File: config.mk
export PLATFORM = sky130hd
export DESIGN_NAME = i2c_txn_arbiter
export DESIGN_NICKNAME = d
export VERILOG_FILES = /design/src/rtl/i2c_txn_arbiter.sv
export SDC_FILE = /design/constraint.sdc
export NUM_CORES = 1
export LEC_CHECK = 0
export CAP_MARGIN = 20
export CORE_MARGIN = 2
export CORE_UTILIZATION = 41
export DETAILED_ROUTE_END_ITERATION = 8
export GPL_TIMING_DRIVEN = 1
export PLACE_DENSITY = 0.8
export REMOVE_ABC_BUFFERS = 1
export SLEW_MARGIN = 5
export SYNTH_ARGS = -nofsm -noshare
export SYNTH_HDL_FRONTEND = slang
export SYNTH_SLANG_ARGS = --single-unit
File: constraint.sdc
create_clock -name clk -period 6.51 [get_ports clk]
set_clock_uncertainty 0.1 [all_clocks]
set_input_delay 1.953 -clock clk [delete_from_list [all_inputs] [get_ports clk]]
set_output_delay 1.953 -clock clk [all_outputs]
set_load 0.03 [all_outputs]
File: src/rtl/i2c_txn_arbiter.sv
// i2c_txn_arbiter: shares one i2c_master between NREQ requesters.
// The arbiter picks one requester round-robin and latches its rw/addr/data.
// It then drives m_start for XFER_CYCLES cycles and m_stop for STOP_CYCLES cycles.
// Finally it pulses req_done for the owner on the first IDLE cycle.
//
// state    | meaning
// ---------+---------------------------------------------------------------
// ST_IDLE  | no transaction; round-robin scan offers req_ready to one valid
// ST_START | m_start held high while the transfer timer counts down
// ST_STOP  | m_stop held high while the stop timer counts down
module i2c_txn_arbiter #(
    parameter int NREQ        = 4,
    parameter int XFER_CYCLES = 20,
    parameter int STOP_CYCLES = 5
) (
    input  logic                    clk,
    input  logic                    reset,
    input  logic [NREQ-1:0]         req_valid,
    input  logic [NREQ-1:0]         req_rw,
    input  logic [7*NREQ-1:0]       req_addr,
    input  logic [8*NREQ-1:0]       req_data,
    output logic [NREQ-1:0]         req_ready,
    output logic [NREQ-1:0]         req_done,
    output logic                    busy,
    output logic [$clog2(NREQ)-1:0] grant_id,
    output logic                    m_start,
    output logic                    m_stop,
    output logic                    m_rw,
    output logic [6:0]              m_addr,
    output logic [7:0]              m_data
);

    localparam int IW   = $clog2(NREQ);
    localparam int CMAX = (XFER_CYCLES > STOP_CYCLES) ? XFER_CYCLES : STOP_CYCLES;
    localparam int CW   = (CMAX > 1) ? $clog2(CMAX) : 1;

    // Timer is loaded with N-1 so that the phase lasts N cycles, ending at zero.
    localparam logic [CW-1:0] XFER_LOAD = CW'(XFER_CYCLES - 1);
    localparam logic [CW-1:0] STOP_LOAD = CW'(STOP_CYCLES - 1);

    typedef enum logic [1:0] {
        ST_IDLE  = 2'd0,
        ST_START = 2'd1,
        ST_STOP  = 2'd2
    } state_t;

    state_t          state_q, state_d;
    logic [CW-1:0]   cnt_q, cnt_d;
    logic [IW-1:0]   rr_q, rr_d;
    logic [IW-1:0]   grant_q, grant_d;
    logic [NREQ-1:0] done_q, done_d;
    logic            start_q, start_d;
    logic            stop_q, stop_d;
    logic            rw_q, rw_d;
    logic [6:0]      addr_q, addr_d;
    logic [7:0]      data_q, data_d;

    logic            found;
    logic [IW-1:0]   sel;

    // Round-robin scan: first valid requester at or after the pointer, with wrap.
    always_comb begin
        found = 1'b0;
        sel   = '0;
        for (int k = 0; k < NREQ; k++) begin
            if (!found && req_valid[IW'((int'(rr_q) + k) % NREQ)]) begin
                found = 1'b1;
                sel   = IW'((int'(rr_q) + k) % NREQ);
            end
        end
    end

    // Accept strobe is offered only in IDLE and never while reset is asserted.
    always_comb begin
        req_ready = '0;
        if (state_q == ST_IDLE && !reset && found) begin
            req_ready[sel] = 1'b1;
        end
    end

    // Next-state, timer, payload latch and completion pulse.
    always_comb begin
        state_d = state_q;
        cnt_d   = cnt_q;
        rr_d    = rr_q;
        grant_d = grant_q;
        done_d  = '0;
        start_d = start_q;
        stop_d  = stop_q;
        rw_d    = rw_q;
        addr_d  = addr_q;
        data_d  = data_q;
        case (state_q)
            ST_IDLE: begin
                start_d = 1'b0;
                stop_d  = 1'b0;
                if (found) begin
                    state_d = ST_START;
                    start_d = 1'b1;
                    cnt_d   = XFER_LOAD;
                    rw_d    = req_rw[sel];
                    addr_d  = req_addr[7*sel +: 7];
                    data_d  = req_data[8*sel +: 8];
                    grant_d = sel;
                    rr_d    = IW'((int'(sel) + 1) % NREQ);
                end
            end
            ST_START: begin
                if (cnt_q == '0) begin
                    state_d = ST_STOP;
                    start_d = 1'b0;
                    stop_d  = 1'b1;
                    cnt_d   = STOP_LOAD;
                end else begin
                    cnt_d = cnt_q - CW'(1);
                end
            end
            ST_STOP: begin
                if (cnt_q == '0) begin
                    state_d         = ST_IDLE;
                    stop_d          = 1'b0;
                    done_d[grant_q] = 1'b1;
                end else begin
                    cnt_d = cnt_q - CW'(1);
                end
            end
            default: begin
                state_d = ST_IDLE;
                start_d = 1'b0;
                stop_d  = 1'b0;
            end
        endcase
    end

    // State and registered outputs; reset aborts any transaction and clears the payload.
    always_ff @(posedge clk) begin
        if (reset) begin
            state_q <= ST_IDLE;
            cnt_q   <= '0;
            rr_q    <= '0;
            grant_q <= '0;
            done_q  <= '0;
            start_q <= 1'b0;
            stop_q  <= 1'b0;
            rw_q    <= 1'b0;
            addr_q  <= '0;
            data_q  <= '0;
        end else begin
            state_q <= state_d;
            cnt_q   <= cnt_d;
            rr_q    <= rr_d;
            grant_q <= grant_d;
            done_q  <= done_d;
            start_q <= start_d;
            stop_q  <= stop_d;
            rw_q    <= rw_d;
            addr_q  <= addr_d;
            data_q  <= data_d;
        end
    end

    assign req_done = done_q;
    assign busy     = (state_q != ST_IDLE);
    assign grant_id = grant_q;
    assign m_start  = start_q;
    assign m_stop   = stop_q;
    assign m_rw     = rw_q;
    assign m_addr   = addr_q;
    assign m_data   = data_q;

endmodule

**Word level (Yosys, flattened, before mapping)**

Index checks and enable logic that the tools add are counted.
W data, S select, Z words.

- Add/subtract/negate cells: 5
- Multipliers: 1
- Magnitude comparators: 8
- Eq/ne operators: 6
- Shift operators: 2
- Muxes and demuxes: 40
- Bitwise logic cells: 2
- Reduce and logical (&&, ||, !) cells: 21

Operators with widths:

| operator | count |
|---|---|
| $shiftx A32 B6 Y8 | 1 |
| $shiftx A28 B6 Y7 | 1 |
| $mux W1 | 18 |
| $lt A2 B4 Y1 const B | 4 |
| $mux W5 | 3 |
| $pmux W5 S3 | 1 |
| $mux W2 | 7 |
| $bmux W1 S2 | 5 |
| $ne A2 B2 Y1 const B | 4 |
| $logic_and A1 B1 Y1 | 7 |
| $lt A2 B3 Y1 const B | 2 |
| $pmux W2 S3 | 1 |
| $reduce_and A2 Y1 | 3 |
| $reduce_and A3 Y1 | 2 |
| $logic_not A5 Y1 | 1 |
| $mul A3 B2 Y5 const A | 1 |
| $sub A5 B1 Y5 const B | 1 |
| $add A2 B1 Y2 const B | 2 |
| $add A2 B2 Y2 const B | 2 |
| $demux W1 S2 | 2 |
| $ge A2 B1 Y1 const B | 2 |
| $logic_not A1 Y1 | 4 |
| $mux W4 | 1 |
| $pmux W1 S3 | 1 |
| other kinds (8) | 9 |

- Register bits: 33
- Input port bits: 70
- Output and inout port bits: 29
- Word-level logic and storage cells: 95

**Longest topological paths before layout**

- Word-level depth: 18
- Gate-level depth with buffers: 8
- Mapped depth without buffers: 7

**Least setup slack after synthesis**

No wires, ideal clock.

- Kind: input to output
- Start point: in req_valid[3]
- End point: out req_ready[1]
- Data arrival time: 3,272 ps
- Required time: 4,457 ps
- Setup slack: 1,185 ps
- Stages on the path: 6
- Path buffers: 3
- Path through: clkbuf_2 -> nor2_1 -> o221a_2 -> clkbuf_1 -> buf_1 -> and2_1

- Cells in the longest elaborated chain, start to end: 18
- Elaborated cells on any way between the ends: 33
- Those cells by class: 2 x order compare; 23 x mux; 8 x reduce/logical

RTL lines:

| what | line | RTL |
|---|---|---|
| start, declared | 18 | `input logic [NREQ-1:0] req_valid,` |
| $bmux W1 S2 | 66 | `if (!found && req_valid[IW'((int'(rr_q) + k) % NREQ)]) begin` |
| $mux W1 (not written as such) (2 in a row) | 66 |  |
| $mux W1 | 66 |  |
| $logic_not A1 Y1 | 66 |  |
| $logic_and A1 B1 Y1 | 66 |  |
| $mux W1 | 66 |  |
| $logic_not A1 Y1 | 66 |  |
| $logic_and A1 B1 Y1 | 66 |  |
| $mux W1 | 66 |  |
| $logic_not A1 Y1 | 66 |  |
| $logic_and A1 B1 Y1 | 66 |  |
| $mux W2 | 66 |  |
| $lt A2 B3 Y1 (not written as such) / $ge A2 B1 Y1 (equally long branches) | 77 | `req_ready[sel] = 1'b1;` |
| $logic_and A1 B1 Y1 (not written as such) | 77 |  |
| $mux W1 (not written as such) | 77 |  |
| $demux W1 S2 | 77 |  |
| $mux W4 (*) | 76 | `if (state_q == ST_IDLE && !reset && found) begin` |
| end, declared | 22 | `output logic [NREQ-1:0] req_ready,` |

Mark *: on every way between the ends. The rest lies on a longest branch, timed or not. The select of a mux whose other input is x is not followed.

**Worst setup path in the final report**

- Start point: in req_valid[2]
- End point: out req_ready[0]

The elaborated chain is that of the path after synthesis.

==> impl_metrics.csv <==
group,metric,value,unit
timing,slew_viol_final,0,
clocking,cts_hold_repair.buffers,0,
synth,synthFlopType,"dfxtp_1",
clocking,clk_latency,0.29,ns
route,antenna_left,0,
cells_and_area,drive_gt1_share,7.83,%
timing,slew_headroom,46.1,%
synth,synthMuxAreaShare,1.43,%
worst_setup_path,critPathRequiredTime,4.46,ns
synth,yosysMostFrequentCell,"dfxtp_1",
route,vias,2269,
timing,finalHoldViolCount,0,
cells_and_area,fill_cells,443,
worst_setup_path,critPathMaxFanout,17,
clocking,cts_tree,"done",
clocking,post_cts_resized,0,
synth,synth_commonest_cells,"dfxtp_1 (33), nor2_1 (32), a221oi_1 (17), and3_1 (17)",
global_routing,grt_pass1_vias,2201,
floorplanning,initial_utilization,41.7,%
cells_and_area,nets,420,
route,routed-wl-met3,547,um
synth,synth_edf_count,0,
route,avgRoutedWirePerCell,14.6,um
timing,worstMarginPinSlew,0.797,ns
cells_and_area,stdcell_count,415,
synth,synthTopCellsByArea,"dfxtp_1 (31%), a221oi_1 (7.1%), a211oi_1 (5.7%)",
cells_and_area,final_util,62.8,%
min_path,hp-class,"reg2reg",
synth,synth_top_family_by_area,"compound AO/OA/AOI/OAI gates",
timing,fin_crit_sh,97.3,%
global_routing,antenna_found_initial,0,
floorplanning,fp-row-count,26,
synth,syn_inst,257,
route,wl,6040,um
synth,synth_top_area_share,31.4,%
power,p_total,1.30,mW
place,gp_congestion,0.741,
floorplanning,core,5040,um^2
floorplanning,die-area,5720,um^2
timing,fmax,0.158,GHz
global_routing,grtUsageTotal,22.7,%
clocking,clock-root-buffer,"clkbuf_8",
clocking,cts.sinks,33,
timing,setup_violations,0,
floorplanning,die_h,75.6,um
global_routing,grt_pass1_wl,9960,um
route,dr_wl_met2,3010,um
route,drc,0,
route,dr.pass1.iters,4,
clocking,htreeDepth,2,
place,place_ws,0.202,ns
timing,layout_setup_ws,0.179,ns
route,routed.top_layer,"met4",
synth,yosysSeqAreaShare,31.4,%
route,vias_per_cell,5.47,
place,io_buffers,98,
status,status,"completed",
synth,synthDistinctLibCells,46,
synth,ys_warn_count,0,
worst_setup_path,cp-end-kind,"output port",
worst_setup_path,startpoint,"req_valid[2]",
global_routing,grt_overflow,0,
power,p_leak,1.19,nW
route,wl_met1,2430,um
synth,synth_xor_area_share,0.417,%
synth,yosys_register_bits,33,
worst_setup_path,crit_arrival,4.28,ns
cells_and_area,n_antenna_cell,0,
timing,setup_tns,0,ns
floorplanning,fp.dieW,75.6,um
cells_and_area,area_delta_synth_final,50.6,%
synth,synth_top_area_cell,"dfxtp_1",
synth,avgSynthCellArea,8.18,um^2
job,maxCapViolCount,0,
timing,min_period,6.33,ns
clocking,cts_setup_buffers,0,
worst_setup_path,worstSetupPathType,"in2out",
floorplanning,io_pins,99,
synth,yosys.area_share.adder,3.57,%
clocking,clk_path_buf_depth,2,
place,dp_cells,407,
synth,synth_compound_area_share,34.3,%
min_path,min-delay-start,"m_rw$_SDFFE_PP0P_",
worst_setup_path,start_kind,"primary input",
synth,synth_async_sr_flop_share,0,%
route,drt_iter0_markers,114,
global_routing,grt_max_degree,35,
synth,syn_area,2100,um^2
clocking,path_clk_slew,0.07,ns
power,p_per_area,409,nW/um^2
power,ir_worst_vdd,178,uV
clocking,cts_buffers,5,
timing,rsz0062_at_grt,"false",
place,hpwl,4550,um
worst_setup_path,worstReg2RegStart,"cnt_q[0]$_SDFFE_PP0P_",
synth,synthSimpleGateAreaFrac,21.6,%
[cell usage in the layout (no fill, tap or decap), types with 8 or more instances in the layout]
| cell type | netlist | routed |
|---|---|---|
| clkdlybuf4s50_1 | 0 | 98 |
| nor3_1 | 8 | 8 |
| a221oi_1 | 17 | 17 |
| a21boi_2 | 8 | 8 |
| and3_1 | 17 | 17 |
| a21boi_1 | 8 | 8 |
| a21oi_1 | 11 | 11 |
| a211oi_1 | 16 | 16 |
| nand2_1 | 10 | 10 |
| inv_1 | 9 | 9 |
| o21ai_0 | 8 | 8 |
| dfxtp_1 | 33 | 33 |
| nor2_1 | 32 | 32 |
| o21ai_1 | 16 | 16 |
[flip-flops by register name, indices dropped and copies added, names as in the netlist]
signal    cells
m_data        8
m_addr        7
cnt_q         5
req_done      4
grant_id      2
rr_q          2
state_q       2
m_rw          1
m_start       1
m_stop        1
[metal layers]
metal / track usage (%) / vias to the layer above
li1: - / 1130
met1: 26.6 / 1054
met2: 39.3 / 78
met3: 7.94 / 7
met4: 6.24 / 0
met5: 0 / -
[layout make-up]
type | instances | area [um^2] | share of cell area (%)
clock buffers | 6 | 72.6 | 2.29
clock inverters | 2 | 10.0 | 0.316
inverters | 9 | 33.8 | 1.07
multi-input cells | 193 | 1290 | 40.8
flip-flops and latches | 33 | 661 | 20.9
well taps | 70 | 87.6 | 2.77
repair buffers | 102 | 1010 | 31.9
[path summary, 6_finish.rpt]
path	to	slack, ns	cells after the start
setup reg to reg	cnt_q[3]$_SDFFE_PP0P_	4.33	7
hold / removal	m_rw$_SDFFE_PP0P_	0.39	2
hold reg to reg	m_rw$_SDFFE_PP0P_	0.39	2
setup / recovery	req_ready[0]	0.18	6
[worst max-delay path: stages]
cell             delay (ns)
clkdlybuf4s50_1        0.51
nand2b_1               0.21
a31oi_1                0.13
o22ai_2                0.57
and2_1                 0.22
clkdlybuf4s50_1        0.67
[kinds of logic after synthesis]
group,Yosys count
and+or+nand+nor,86
DFF,33
adders and majority gates,6
buffers and inverters,31
xor gates and xnor gates,1
AOI/OAI and AO/OA,97
muxes,3
[through the flow]
step                instance area (um^2)  hold WS, ns
CTS                                 3170        0.393
global route                        3170        0.428
finish                              3170        0.392
detailed placement                  3080        0.379
floorplan                           1980        0.357
global placement                    3080        0.377
[power breakdown]
group	internal, mW	total [mW]	switching (mW)
logic	0.340	0.813	0.473
clock network	0.0740	0.147	0.0733
registers	0.277	0.336	0.0589
Power figures use the tool's default switching activity.
